==> src/rtl/spi_eeprom_sequencer.sv <==
// Expands one EEPROM read/write command into the 25xx SPI byte sequence for the byte-level sender.
// Optional feature macro: SPI_SEQ_WIP_POLL_EN (RDSR polling of WIP after each write frame).
module spi_eeprom_sequencer #(
    parameter int          GAP_CYCLES = 4,
    parameter logic [15:0] POLL_MAX   = 16'hFFFF
) (
    input  logic        bus2ip_clk,
    input  logic        rst,
    input  logic        cmd_valid,
    output logic        cmd_ready,
    input  logic        cmd_dir,
    input  logic [15:0] cmd_addr,
    input  logic [3:0]  cmd_len,
    output logic        busy,
    output logic        done,
    output logic        err,
    output logic        txf_rd,
    input  logic [7:0]  txf_dout,
    input  logic        txf_empty,
    output logic        rxf_wr,
    output logic [7:0]  rxf_din,
    input  logic        rxf_full,
    output logic        spi_start,
    output logic        spi_continued,
    output logic [7:0]  spi_txData,
    input  logic [7:0]  spi_rxData,
    input  logic        spi_ready
);

`ifdef SPI_SEQ_WIP_POLL_EN
    typedef enum logic [3:0] {
        S_IDLE, S_WREN, S_GAP, S_HDR, S_FETCH, S_LOAD, S_SEND, S_WAIT, S_PUSH, S_POLL, S_DONE
    } state_t;
    typedef enum logic [2:0] {PH_WREN, PH_HDR, PH_DATA, PH_RDSR_CMD, PH_RDSR_STAT} phase_t;
`else
    typedef enum logic [3:0] {
        S_IDLE, S_WREN, S_GAP, S_HDR, S_FETCH, S_LOAD, S_SEND, S_WAIT, S_PUSH, S_DONE
    } state_t;
    typedef enum logic [2:0] {PH_WREN, PH_HDR, PH_DATA} phase_t;
`endif

    // Two cycles of the gap are spent in WAIT->GAP entry and in the issuing state itself.
    localparam logic [7:0] GAP_LOAD = 8'(GAP_CYCLES - 2);

    state_t      state_r, state_s;
    phase_t      phase_r, phase_s;
    logic [3:0]  cnt_r, cnt_s;
    logic [1:0]  idx_r, idx_s;
    logic [7:0]  gap_r, gap_s;
    logic        dir_r, dir_s;
    logic [15:0] addr_r, addr_s;
    logic        ready_q_r;
    logic        ready_rise_s;
    logic        cmd_ready_s, busy_s, done_s, err_s;
    logic        txf_rd_s, rxf_wr_s, spi_start_s, spi_continued_s;
    logic [7:0]  rxf_din_s, spi_txData_s;
`ifdef SPI_SEQ_WIP_POLL_EN
    logic [15:0] poll_r, poll_s;
`endif

    assign ready_rise_s = spi_ready & ~ready_q_r;

    // State register and registered outputs.
    always_ff @(posedge bus2ip_clk or posedge rst) begin
        if (rst) begin
            state_r       <= S_IDLE;
            phase_r       <= PH_WREN;
            cnt_r         <= 4'd0;
            idx_r         <= 2'd0;
            gap_r         <= 8'd0;
            dir_r         <= 1'b0;
            addr_r        <= 16'd0;
            ready_q_r     <= 1'b0;
            cmd_ready     <= 1'b1;
            busy          <= 1'b0;
            done          <= 1'b0;
            err           <= 1'b0;
            txf_rd        <= 1'b0;
            rxf_wr        <= 1'b0;
            rxf_din       <= 8'd0;
            spi_start     <= 1'b0;
            spi_continued <= 1'b0;
            spi_txData    <= 8'hFF;
`ifdef SPI_SEQ_WIP_POLL_EN
            poll_r        <= 16'd0;
`endif
        end else begin
            state_r       <= state_s;
            phase_r       <= phase_s;
            cnt_r         <= cnt_s;
            idx_r         <= idx_s;
            gap_r         <= gap_s;
            dir_r         <= dir_s;
            addr_r        <= addr_s;
            ready_q_r     <= spi_ready;
            cmd_ready     <= cmd_ready_s;
            busy          <= busy_s;
            done          <= done_s;
            err           <= err_s;
            txf_rd        <= txf_rd_s;
            rxf_wr        <= rxf_wr_s;
            rxf_din       <= rxf_din_s;
            spi_start     <= spi_start_s;
            spi_continued <= spi_continued_s;
            spi_txData    <= spi_txData_s;
`ifdef SPI_SEQ_WIP_POLL_EN
            poll_r        <= poll_s;
`endif
        end
    end

    // Next-state and next-output logic.
    always_comb begin
        state_s         = state_r;
        phase_s         = phase_r;
        cnt_s           = cnt_r;
        idx_s           = idx_r;
        gap_s           = gap_r;
        dir_s           = dir_r;
        addr_s          = addr_r;
        done_s          = 1'b0;
        err_s           = 1'b0;
        txf_rd_s        = 1'b0;
        rxf_wr_s        = 1'b0;
        rxf_din_s       = rxf_din;
        spi_start_s     = 1'b0;
        spi_continued_s = spi_continued;
        spi_txData_s    = spi_txData;
`ifdef SPI_SEQ_WIP_POLL_EN
        poll_s          = poll_r;
`endif
        case (state_r)
            S_IDLE, S_DONE: begin
                if (cmd_valid && cmd_ready) begin
                    dir_s  = cmd_dir;
                    addr_s = cmd_addr;
                    cnt_s  = cmd_len;
                    idx_s  = 2'd0;
                    if (cmd_len == 4'd0) begin
                        state_s = S_DONE;
                        done_s  = 1'b1;
                        err_s   = 1'b1;
                    end else if (cmd_dir) begin
                        state_s = S_WREN;
                        phase_s = PH_WREN;
                    end else begin
                        state_s = S_HDR;
                        phase_s = PH_HDR;
                    end
                end else begin
                    state_s = S_IDLE;
                end
            end
            S_WREN: begin
                if (spi_ready) begin
                    spi_start_s     = 1'b1;
                    spi_txData_s    = 8'h06;
                    spi_continued_s = 1'b0;
                    state_s         = S_WAIT;
                end else begin
                    state_s = S_WREN;
                end
            end
            S_GAP: begin
                if (gap_r <= 8'd1) begin
`ifdef SPI_SEQ_WIP_POLL_EN
                    if (phase_r == PH_WREN) begin
                        state_s = S_HDR;
                        phase_s = PH_HDR;
                        idx_s   = 2'd0;
                    end else begin
                        state_s = S_POLL;
                    end
`else
                    state_s = S_HDR;
                    phase_s = PH_HDR;
                    idx_s   = 2'd0;
`endif
                end else begin
                    gap_s = gap_r - 8'd1;
                end
            end
            S_HDR: begin
                if (spi_ready) begin
                    spi_start_s     = 1'b1;
                    spi_continued_s = 1'b1;
                    case (idx_r)
                        2'd0:    spi_txData_s = dir_r ? 8'h02 : 8'h03;
                        2'd1:    spi_txData_s = addr_r[15:8];
                        default: spi_txData_s = addr_r[7:0];
                    endcase
                    state_s = S_WAIT;
                end else begin
                    state_s = S_HDR;
                end
            end
            S_FETCH: begin
                // An empty FIFO simply parks here; CS stays low since the last byte had continued set.
                if (!txf_empty) begin
                    txf_rd_s = 1'b1;
                    state_s  = S_LOAD;
                end else begin
                    state_s = S_FETCH;
                end
            end
            S_LOAD: begin
                state_s = S_SEND;
            end
            S_SEND: begin
                if (spi_ready && (dir_r || !rxf_full)) begin
                    spi_start_s     = 1'b1;
                    spi_txData_s    = dir_r ? txf_dout : 8'hFF;
                    spi_continued_s = (cnt_r != 4'd1);
                    state_s         = S_WAIT;
                end else begin
                    state_s = S_SEND;
                end
            end
            S_WAIT: begin
                if (ready_rise_s) begin
                    case (phase_r)
                        PH_WREN: begin
                            state_s = S_GAP;
                            gap_s   = GAP_LOAD;
                        end
                        PH_HDR: begin
                            if (idx_r == 2'd2) begin
                                phase_s = PH_DATA;
                                state_s = dir_r ? S_FETCH : S_SEND;
                            end else begin
                                idx_s   = idx_r + 2'd1;
                                state_s = S_HDR;
                            end
                        end
                        PH_DATA: begin
                            if (!dir_r) begin
                                rxf_wr_s  = 1'b1;
                                rxf_din_s = spi_rxData;
                                state_s   = S_PUSH;
                            end else if (cnt_r == 4'd1) begin
`ifdef SPI_SEQ_WIP_POLL_EN
                                state_s = S_GAP;
                                gap_s   = GAP_LOAD;
                                phase_s = PH_RDSR_CMD;
                                poll_s  = 16'd0;
`else
                                state_s = S_DONE;
                                done_s  = 1'b1;
`endif
                            end else begin
                                cnt_s   = cnt_r - 4'd1;
                                state_s = S_FETCH;
                            end
                        end
`ifdef SPI_SEQ_WIP_POLL_EN
                        PH_RDSR_CMD: begin
                            phase_s = PH_RDSR_STAT;
                            state_s = S_POLL;
                        end
                        PH_RDSR_STAT: begin
                            if (!spi_rxData[0]) begin
                                state_s = S_DONE;
                                done_s  = 1'b1;
                            end else if (poll_r == (POLL_MAX - 16'd1)) begin
                                state_s = S_DONE;
                                done_s  = 1'b1;
                                err_s   = 1'b1;
                            end else begin
                                poll_s  = poll_r + 16'd1;
                                phase_s = PH_RDSR_CMD;
                                state_s = S_GAP;
                                gap_s   = GAP_LOAD;
                            end
                        end
`endif
                        default: begin
                            state_s = S_DONE;
                            done_s  = 1'b1;
                            err_s   = 1'b1;
                        end
                    endcase
                end else begin
                    state_s = S_WAIT;
                end
            end
            S_PUSH: begin
                if (cnt_r == 4'd1) begin
                    state_s = S_DONE;
                    done_s  = 1'b1;
                end else begin
                    cnt_s   = cnt_r - 4'd1;
                    state_s = S_SEND;
                end
            end
`ifdef SPI_SEQ_WIP_POLL_EN
            S_POLL: begin
                if (spi_ready) begin
                    spi_start_s = 1'b1;
                    if (phase_r == PH_RDSR_CMD) begin
                        spi_txData_s    = 8'h05;
                        spi_continued_s = 1'b1;
                    end else begin
                        spi_txData_s    = 8'hFF;
                        spi_continued_s = 1'b0;
                    end
                    state_s = S_WAIT;
                end else begin
                    state_s = S_POLL;
                end
            end
`endif
            default: begin
                state_s = S_IDLE;
            end
        endcase
        busy_s      = (state_s != S_IDLE) && (state_s != S_DONE);
        cmd_ready_s = !busy_s;
    end

endmodule

==> config.mk <==
export PLATFORM = sky130hd
export DESIGN_NAME = spi_eeprom_sequencer
export DESIGN_NICKNAME = d
export VERILOG_FILES = /design/src/rtl/spi_eeprom_sequencer.sv
export SDC_FILE = /design/constraint.sdc
export NUM_CORES = 1
export LEC_CHECK = 0
export ABC_CLOCK_PERIOD_IN_PS = 4400
export CORE_ASPECT_RATIO = 1.1
export CORE_UTILIZATION = 50
export CTS_BUF_LIST = sky130_fd_sc_hd__clkbuf_4 sky130_fd_sc_hd__clkbuf_8 sky130_fd_sc_hd__clkbuf_16
export CTS_CLUSTER_DIAMETER = 200
export CTS_CLUSTER_SIZE = 40
export DETAILED_ROUTE_END_ITERATION = 12
export MAX_ROUTING_LAYER = met4
export PLACE_DENSITY = 0.83
export SYNTH_ARGS = -nofsm -noshare
export SYNTH_HDL_FRONTEND = slang
export SYNTH_SLANG_ARGS = --single-unit
==> constraint.sdc <==
create_clock -name bus2ip_clk -period 4.4 [get_ports bus2ip_clk]
set_input_delay 0.44 -clock bus2ip_clk [delete_from_list [all_inputs] [get_ports bus2ip_clk]]
set_output_delay 0.44 -clock bus2ip_clk [all_outputs]
set_load 0.1 [all_outputs]
==> results.sh, run 1 <==
export IMPL_hold_buffers=0
export IMPL_setup_violations=0
export IMPL_grt_antenna_before_repair=0
export IMPL_cts_root_buf="clkbuf_8"
export IMPL_grt_usage_pct=23.4
export IMPL_hold_viol=0
export IMPL_endpoint="spi_txData[0]"
export IMPL_min_period_ns=2.45
export IMPL_io_pins=67
export IMPL_clkTransAtPathRegs_ns=0.08
export IMPL_synth_cells=305
export IMPL_crit_arrival_ns=2.01
export IMPL_first_iter_violations=127
export IMPL_r2r_end="spi_txData[2]$_DFFE_PP1P_"
export IMPL_r2r_setup_slack_ns=1.97
export IMPL_finalMaxSlewViolations=0
export IMPL_endpoint_kind="output port"
export IMPL_finalHoldWorstSlack_ns=0.483
export IMPL_final_cells=452
export IMPL_path_delay_family="buffers and inverters"
export IMPL_max_freq_mhz=407
export IMPL_tns_ns=0
export IMPL_ys_flop_type="dfrtp_1"
export IMPL_area_growth_pct=26.6
export IMPL_gr_total_overflow=0
export IMPL_powerDensity_mw_per_mm2=713
export IMPL_nets=417
export IMPL_worst_ir_drop_vdd_v=0.000646
export IMPL_hpwl_mm=5.01
export IMPL_num_vias=2598
export IMPL_clock_sinks=62
export IMPL_ctsResizeCount=0
export IMPL_drive_gt1_share_pct=16.1
export IMPL_start_util_pct=52.1
export IMPL_htreeDepth=3
export IMPL_synth_seq_cells=62
export IMPL_ant_nets=0
export IMPL_async_reset_ff_share_pct=100
export IMPL_status="finished, final reports clean"
export IMPL_dieArea_mm2=0.00683
export IMPL_drc_errors=0
export IMPL_cts_made_buffers=9
export IMPL_pre_cts_slack_ns=1.86
export IMPL_grt_first_pass_wirelength_mm=11.9
export IMPL_num_rows=30
export IMPL_routedWlPerCell_um=15.9
export IMPL_cp_depth=1
export IMPL_holdCritPathClass="in -> async"
export IMPL_power_uw=2930
export IMPL_worstSetupPathType="reg -> out"
export IMPL_clock_latency_ns=0.34
export IMPL_cp_num_buf_inv=1
export IMPL_n_antenna_cell=0
export IMPL_crit_chain="clkdlybuf4s50_1"
export IMPL_dr_pass1_iters=4
export IMPL_grt_max_degree=34
export IMPL_die_h_um=86.6
export IMPL_syn_nets=355
export IMPL_maxCapViolations=0
export IMPL_worstMarginPinSlew_ns=1.05
export IMPL_syn_area_mm2=0.00325
export IMPL_fin_ws_ns=1.95
export IMPL_grt_pass1_vias=2526
export IMPL_critical_path_max_stage_delay_ns=1.14
export IMPL_finClkSkew_ns=0.0105
export IMPL_worstPathMaxFanout=2
export IMPL_nFillCells=502
export IMPL_clockBufferDepth=2
export IMPL_leakage_uw=0.00174
export IMPL_r2r_start="state_r[0]$_DFF_PP0_"
export IMPL_synth_edff_count=0
export IMPL_startpoint="spi_txData[0]$_DFFE_PP1P_"
export IMPL_r2r_cells=5
export IMPL_core_area_mm2=0.00623
export IMPL_via_per_inst=5.75
export IMPL_yosysWarningCount=0
export IMPL_wl_mm=7.20
export IMPL_gp_congestion=0.862
export IMPL_die_w_um=78.9
export IMPL_start_kind="flip-flop"
export IMPL_fin_crit_sh_pct=55.8
export IMPL_worstPathRequired_ns=3.96
export IMPL_cp_slowest_cell="clkdlybuf4s50_1"
export IMPL_synth_area_per_cell_um2=10.7
export IMPL_port_buffers=66
export IMPL_relSlewSlack_pct=29.6
export IMPL_cts_setup_buffers=0
export IMPL_synth_seq_area_share_pct=48.1
export IMPL_cts_tree="done"
export IMPL_synth_distinct_cells=57
export IMPL_rsz0062_at_grt="no"
export IMPL_dp_cells=436
-- worst min path at each step --
stage / slack [ns] / startpoint / endpoint
6_report: 0.48 / rst / rxf_din[6]$_DFFE_PP0P_
2_1_floorplan: 0.47 / addr_r[2]$_DFFE_PP0P_ / addr_r[2]$_DFFE_PP0P_
3_5_place_dp: 0.49 / addr_r[1]$_DFFE_PP0P_ / addr_r[1]$_DFFE_PP0P_
5_1_grt: 0.51 / idx_r[0]$_DFFE_PP0P_ / idx_r[0]$_DFFE_PP0P_
4_1_cts: 0.50 / rst / rxf_din[6]$_DFFE_PP0P_
3_3_place_gp: 0.48 / addr_r[3]$_DFFE_PP0P_ / addr_r[3]$_DFFE_PP0P_
-- layout by cell type, fill, tap and decap left out, drive strengths merged, types with 2 or more instances in the layout --
master | Yosys | routed
dfstp | 9 | 9
nand2b | 5 | 5
clkbuf | 13 | 9
buf | 4 | 2
nand2 | 10 | 10
nor3b | 12 | 12
mux2 | 26 | 26
or4 | 2 | 2
o21a | 8 | 8
a21oi | 14 | 14
nor2b | 12 | 12
inv | 15 | 16
nand4b | 2 | 2
a211oi | 5 | 5
nor4b | 2 | 2
a31oi | 2 | 2
nor4 | 4 | 4
nand3 | 4 | 4
clkinv | 0 | 4
or3b | 2 | 2
and2 | 2 | 2
or3 | 3 | 3
o22a | 2 | 2
clkdlybuf4s50 | 0 | 66
ha | 7 | 7
nand4 | 2 | 2
dfrtp | 53 | 53
nor3 | 6 | 6
o21ai | 12 | 12
o211ai | 5 | 5
nor2 | 26 | 26
o221ai | 8 | 8
xor2 | 6 | 6
mux2i | 2 | 2
-- cells in the mapped netlist (3+ instances only) --
cell	instances	area (um2)
clkbuf_1	10	37.5
a211oi_1	5	37.5
nor3_1	6	30.0
nand2b_1	5	31.3
o21a_1	8	60.1
nand2_1	10	37.5
a21oi_1	14	70.1
o21ai_1	3	15.0
dfstp_2	9	236
nand3_1	4	20.0
inv_1	15	56.3
nor2_1	26	97.6
dfrtp_1	53	1330
clkbuf_8	3	41.3
mux2_2	26	293
o21ai_0	9	45.0
xor2_1	6	52.6
nor2b_1	12	75.1
ha_1	7	87.6
o211ai_1	5	37.5
o221ai_1	8	70.1
or3_1	3	18.8
nor3b_1	11	82.6
nor4_1	4	25.0
-- metal layers --
layer	GRT usage (%)	vias to the layer above	wire, um
met5	-	-	0
met4	10.4	0	159
met3	3.58	14	382
met2	37.4	92	3560
met1	29.5	1256	3100
li1	-	1236	-
-- cell type report --
type	count	area [um2]	area share (%)
flip-flops and latches	62	1560	38.0
multi-input cells	211	1520	37.0
repair buffers	68	676	16.4
clock buffers	9	124	3.01
well taps	80	100	2.43
clock inverters	7	73.8	1.79
inverters	15	56.3	1.37
-- logic make-up after synthesis --
kind of cell | synth area share [%]
AOI/OAI and AO/OA | 15.0
xor gates and xnor gates | 1.89
adders and majority gates | 2.70
buffers and inverters | 5.04
DFF | 48.1
muxes | 9.63
and+or+nand+nor | 17.7
-- flip-flops by register name (all words and copies together) (netlist names) --
signal and cells:
addr_r 16, gap_r 8, rxf_din 8, spi_txData 8
cnt_r 4, state_r 4, idx_r 2, phase_r 2
busy 1, cmd_ready 1, dir_r 1, done 1
err 1, ready_q_r 1, rxf_wr 1, spi_continued 1
spi_start 1, txf_rd 1
-- power by group --
group	total, uW	internal (uW)	switching [uW]
Combinational	1400	500	901
Sequential	1030	815	215
Clock	502	263	239
Total	2930	1580	1360
-- stage by stage --
| stage | utilization, % | area, um2 |
|---|---|---|
| after floorplan | - | 3250 |
| after global placement | 62.9 | 3920 |
| after detailed placement | 62.9 | 3920 |
| after CTS | 66.0 | 4120 |
| after global routing | 66.0 | 4120 |
| final | 66.0 | 4120 |
No activity file was read; power rests on OpenSTA's default activity.
==> run 2, diff against run 1 <==
--- a/config.mk
+++ b/config.mk
@@ -5,7 +5,7 @@
 export SDC_FILE = /design/constraint.sdc
 export NUM_CORES = 1
 export LEC_CHECK = 0
-export ABC_CLOCK_PERIOD_IN_PS = 4400
+export ABC_CLOCK_PERIOD_IN_PS = 2600
 export CORE_ASPECT_RATIO = 1.1
 export CORE_UTILIZATION = 50
 export CTS_BUF_LIST = sky130_fd_sc_hd__clkbuf_4 sky130_fd_sc_hd__clkbuf_8 sky130_fd_sc_hd__clkbuf_16
==> constraint.sdc (replaced) <==
create_clock -name bus2ip_clk -period 2.6 [get_ports bus2ip_clk]
set_input_delay 0.26 -clock bus2ip_clk [delete_from_list [all_inputs] [get_ports bus2ip_clk]]
set_output_delay 0.26 -clock bus2ip_clk [all_outputs]
set_load 0.1 [all_outputs]
==> run 2 against run 1 <==
  * Via count decreased by 0.19%
  * Final cell count increased by 1.1%
  * Clock skew increased by 0.0018 ns
  * Critical endpoint is now cnt_r[1]$_DFFE_PP0P_
  * Largest cell class unchanged
  * Largest power group unchanged
==> results.sh, run 2 (same netlist as run 1, synthesis figures left out) <==
export IMPL_top_register="addr_r"
export IMPL_status="finished, final reports clean"
export IMPL_num_rows=30
export IMPL_max_freq_mhz=451
export IMPL_crit_chain="or4b_1 > a221o_1 > o2bb2ai_1 > a211oi_1 > a21oi_1"
export IMPL_grt_pass1_vias=2577
export IMPL_worstPathMaxFanout=14
export IMPL_clockBufferDepth=2
export IMPL_ant_nets=0
export IMPL_die_h_um=86.6
export IMPL_final_cell_mix="53 x dfrtp_1, 42 x clkdlybuf4s50_1, 30 x buf_4"
export IMPL_htreeDepth=3
export IMPL_worst_ir_drop_vdd_v=0.000771
export IMPL_largest_register_ffs=16
export IMPL_via_per_inst=5.67
export IMPL_num_vias=2593
export IMPL_r2r_cells=5
export IMPL_start_kind="flip-flop"
export IMPL_worstSetupPathType="reg -> reg"
export IMPL_holdCritPathClass="in -> async"
export IMPL_dieArea_mm2=0.00683
export IMPL_hold_buffers=0
export IMPL_cts_made_buffers=9
export IMPL_fin_crit_sh_pct=85.3
export IMPL_ctsResizeCount=0
export IMPL_drc_errors=0
export IMPL_clock_latency_ns=0.34
export IMPL_start_util_pct=52.1
export IMPL_leakage_uw=0.00181
export IMPL_relSlewSlack_pct=58.5
export IMPL_cts_setup_buffers=0
export IMPL_stdcell_area_mm2=0.00411
export IMPL_r2r_setup_slack_ns=0.38
export IMPL_core_area_mm2=0.00623
export IMPL_finalMaxSlewViolations=0
export IMPL_placed_area_mm2=0.00391
export IMPL_cts_tree="done"
export IMPL_dr_pass1_iters=4
export IMPL_endpoint_kind="flip-flop"
export IMPL_io_pins=67
export IMPL_drive_gt1_share_pct=23.6
export IMPL_powerDensity_mw_per_mm2=1210
export IMPL_clock_sinks=62
export IMPL_rsz0062_at_grt="no"
export IMPL_finalHoldWorstSlack_ns=0.204
export IMPL_gr_total_overflow=0
export IMPL_hold_viol=0
export IMPL_crit_arrival_ns=2.41
export IMPL_critical_path_max_stage_delay_ns=0.59
export IMPL_grt_usage_pct=23.3
export IMPL_pre_cts_slack_ns=0.410
export IMPL_hpwl_mm=5.18
export IMPL_n_antenna_cell=0
export IMPL_nets=422
export IMPL_clkTransAtPathRegs_ns=0.07
export IMPL_gp_congestion=0.945
export IMPL_min_period_ns=2.22
export IMPL_finClkSkew_ns=0.0123
export IMPL_die_w_um=78.9
export IMPL_area_growth_pct=26.6
export IMPL_r2r_start="state_r[0]$_DFF_PP0_"
export IMPL_wl_mm=7.20
export IMPL_grt_antenna_before_repair=0
export IMPL_grt_max_degree=33
export IMPL_routedWlPerCell_um=15.8
export IMPL_r2r_end="cnt_r[1]$_DFFE_PP0P_"
export IMPL_first_iter_violations=147
export IMPL_tns_ns=0
export IMPL_maxCapViolations=0
export IMPL_grt_first_pass_wirelength_mm=11.8
export IMPL_startpoint="state_r[0]$_DFF_PP0_"
export IMPL_port_buffers=66
export IMPL_cp_slowest_cell="or4b_1"
export IMPL_final_common_cell="dfrtp_1"
export IMPL_worstPathRequired_ns=2.80
export IMPL_worstMarginPinSlew_ns=0.622
export IMPL_cts_root_buf="clkbuf_8"
export IMPL_fin_ws_ns=0.383
export IMPL_setup_violations=0
run 2: cell count changes in the layout (fill, tap and decap cells not counted), sizes merged:
cell | before | now
clkbuf | 9 | 10
clkinv | 4 | 2
clkdlybuf4s50 | 66 | 42
buf | 2 | 31
inv | 16 | 17
run 2: worst max-delay path by stage:
stage | to | cells past startpoint
after floorplan | gap_r[6]$_DFFE_PP0P_ | 6
after global placement | rxf_din[3]$_DFFE_PP0P_ | 5
after detailed placement | rxf_din[6]$_DFFE_PP0P_ | 5
after CTS | cnt_r[1]$_DFFE_PP0P_ | 5
after global routing | gap_r[7]$_DFFE_PP0P_ | 5
final | cnt_r[1]$_DFFE_PP0P_ | 5
run 2: area by class of cell:
| type | count | area (um2) |
|---|---|---|
| clock buffer | 10 | 138 |
| clock inverter | 6 | 68.8 |
| timing repair buffer | 73 | 666 |
| multi-input combinational | 211 | 1520 |
| fill | 497 | 2120 |
| inverter | 15 | 56.3 |
| tap | 80 | 100 |
| sequential | 62 | 1560 |
run 2: metrics by stage:
| step | utilization (%) | std cells | total power [uW] |
|---|---|---|---|
| after floorplan | - | 305 | 3600 |
| after global placement | 62.7 | 441 | 4010 |
| after detailed placement | 62.7 | 441 | 4100 |
| after CTS | 66.0 | 457 | 4980 |
| after global routing | 66.0 | 457 | 5270 |
| final | 66.0 | 457 | 4960 |
run 2: worst max-delay path: cells and delay by family, from the launching register on:
kind,cells,cell delay (ns)
AND/OR/NAND/NOR,1,0.59
AO/OA/AOI/OAI,4,0.98
flip-flops,1,0.51
run 2: per-layer routing:
layer  vias to the layer above  part of all wire (%)  routed length, um  GRT usage [%]
met1                      1250                    43               3070           28.1
met5                         -                     0                  0              -
li1                       1242                     -                  -              -
met3                        18                   5.3                383           4.00
met2                        83                    49               3550           37.5
met4                         0                   2.7                195           12.6
run 2: where the power goes:
| group | internal, uW | switching (uW) |
|---|---|---|
| registers | 1380 | 358 |
| logic | 830 | 1530 |
| clock network | 475 | 389 |
==> run 3, diff against run 2 <==
--- a/config.mk
+++ b/config.mk
@@ -14,6 +14,7 @@
 export DETAILED_ROUTE_END_ITERATION = 12
 export MAX_ROUTING_LAYER = met4
 export PLACE_DENSITY = 0.83
+export SLEW_MARGIN = 5
 export SYNTH_ARGS = -nofsm -noshare
 export SYNTH_HDL_FRONTEND = slang
 export SYNTH_SLANG_ARGS = --single-unit
==> constraint.sdc (replaced) <==
create_clock -name bus2ip_clk -period 2.6 [get_ports bus2ip_clk]
set_input_delay 0.26 -clock bus2ip_clk [delete_from_list [all_inputs] [get_ports bus2ip_clk]]
set_output_delay 0.26 -clock bus2ip_clk [all_outputs]
set_load 0.02 [all_outputs]
==> run 3 against run 2 <==
  * Highest routed layer unchanged
  * Flip-flop and latch count unchanged
  * Critical path type unchanged
  * Core utilization is 1.8 points higher
  * Total power down 5.9%
  * Largest cell class unchanged
  * Non-clock buffer count down 1
  * Global-route usage fell by 0.062 points
  * Clock skew down 0.0037 ns
==> results.sh, run 3 (same netlist as run 1, synthesis figures left out) <==
export IMPL_worstMarginPinSlew_ns=0.630
export IMPL_core_area_mm2=0.00623
export IMPL_grt_max_degree=41
export IMPL_r2r_setup_slack_ns=0.34
export IMPL_rsz0062_at_grt="no"
export IMPL_via_per_inst=5.67
export IMPL_htreeDepth=3
export IMPL_port_buffers=66
export IMPL_hpwl_mm=5.14
export IMPL_cts_root_buf="clkbuf_8"
export IMPL_gp_congestion=0.910
export IMPL_finalMaxSlewViolations=0
export IMPL_num_vias=2584
export IMPL_r2r_start="state_r[0]$_DFF_PP0_"
export IMPL_nets=421
export IMPL_clock_latency_ns=0.35
export IMPL_endpoint_kind="flip-flop"
export IMPL_routedWlPerCell_um=15.8
export IMPL_start_util_pct=52.1
export IMPL_powerDensity_mw_per_mm2=1100
export IMPL_cts_setup_buffers=0
export IMPL_die_h_um=86.6
export IMPL_drc_errors=0
export IMPL_area_growth_pct=30.2
export IMPL_final_common_cell="clkdlybuf4s50_1"
export IMPL_status="finished, final reports clean"
export IMPL_final_cell_mix="66 x clkdlybuf4s50_1, 53 x dfrtp_1, 26 x nor2_1, 26 x mux2_2"
export IMPL_min_period_ns=2.26
export IMPL_die_w_um=78.9
export IMPL_maxCapViolations=0
export IMPL_r2r_end="cnt_r[3]$_DFFE_PP0P_"
export IMPL_ctsResizeCount=0
export IMPL_tns_ns=0
export IMPL_final_util_pct=67.9
export IMPL_num_rows=30
export IMPL_largest_register_ffs=16
export IMPL_io_pins=67
export IMPL_drive_gt1_share_pct=17.0
export IMPL_hold_buffers=0
export IMPL_wl_mm=7.20
export IMPL_holdCritPathClass="in -> async"
export IMPL_relSlewSlack_pct=58.0
export IMPL_dr_pass1_iters=4
export IMPL_cts_made_buffers=9
export IMPL_dieArea_mm2=0.00683
export IMPL_worst_ir_drop_vdd_v=0.000740
export IMPL_crit_arrival_ns=2.45
export IMPL_first_iter_violations=113
export IMPL_setup_violations=0
export IMPL_grt_first_pass_wirelength_mm=11.8
export IMPL_gr_total_overflow=0
export IMPL_start_kind="flip-flop"
export IMPL_n_antenna_cell=0
export IMPL_r2r_cells=5
export IMPL_nFillCells=493
export IMPL_placed_area_mm2=0.00396
export IMPL_grt_antenna_before_repair=0
export IMPL_worstSetupPathType="reg -> reg"
export IMPL_grt_pass1_vias=2564
export IMPL_top_register="addr_r"
export IMPL_max_freq_mhz=442
export IMPL_power_uw=4670
export IMPL_finalHoldWorstSlack_ns=0.263
export IMPL_finClkSkew_ns=0.00855
export IMPL_stdcell_area_mm2=0.00423
export IMPL_grt_usage_pct=23.3
export IMPL_ant_nets=0
export IMPL_clockBufferDepth=2
export IMPL_clock_sinks=62
export IMPL_fin_crit_sh_pct=87.0
export IMPL_hold_viol=0
export IMPL_cts_tree="done"
export IMPL_clkTransAtPathRegs_ns=0.08
export IMPL_worstPathRequired_ns=2.79
export IMPL_worstPathMaxFanout=14
export IMPL_leakage_uw=0.00180
==> run 3: changes by cell type in the layout (fill, tap and decap cells not counted), sizes merged <==
cell | before | now
buf | 31 | 6
clkbuf | 10 | 9
clkdlybuf4s50 | 42 | 66
inv | 17 | 16
clkinv | 2 | 1
bufinv | 1 | 4
==> run 3: per-stage QoR <==
step / worst slack (ns) / std cells
global placement: 0.444 / 440
finish: 0.339 / 456
global route: 0.207 / 456
CTS: 0.388 / 456
detailed placement: 0.400 / 440
floorplan: 0.628 / 305
==> run 3: cell type report <==
class | instances | area (um2) | share of cell area [%]
multi-input cells | 211 | 1520 | 36.0
flip-flops and latches | 62 | 1560 | 37.0
clock buffers | 9 | 124 | 2.93
well taps | 80 | 100 | 2.37
clock inverters | 7 | 145 | 3.43
repair buffers | 72 | 718 | 17.0
inverters | 15 | 56.3 | 1.33
==> run 3: how the worst max path moves through the flow <==
| stage | start | to | slack [ns] | depth (start not counted) |
|---|---|---|---|---|
| floorplan | gap_r[3]$_DFFE_PP0P_ | gap_r[6]$_DFFE_PP0P_ | 0.63 | 6 |
| global placement | spi_ready | rxf_din[3]$_DFFE_PP0P_ | 0.44 | 5 |
| detailed placement | spi_ready | rxf_din[6]$_DFFE_PP0P_ | 0.40 | 5 |
| CTS | state_r[0]$_DFF_PP0_ | cnt_r[3]$_DFFE_PP0P_ | 0.39 | 5 |
| global route | state_r[0]$_DFF_PP0_ | cnt_r[3]$_DFFE_PP0P_ | 0.21 | 5 |
| finish | state_r[0]$_DFF_PP0_ | cnt_r[3]$_DFFE_PP0P_ | 0.34 | 5 |
==> run 3: routing by layer <==
layer | vias up | part of all wire (%) | track usage, %
met5 | - | 0 | -
met4 | 0 | 2.3 | 10.4
met3 | 13 | 4.0 | 4.63
met2 | 72 | 49 | 39.4
met1 | 1250 | 44 | 26.7
li1 | 1249 | - | -
==> run 3: report_power, final <==
part | switching, uW | internal, uW
clock | 399 | 738
sequential | 357 | 1380
combinational | 929 | 866
total | 1690 | 2980
==> run 3: worst max-delay path, stage by stage, from the launching register on <==
cell       delay (ns)
dfrtp_1          0.52
or4b_1           0.59
a221o_1          0.34
o2bb2ai_1        0.26
o21ai_0          0.26
o21ai_0          0.13
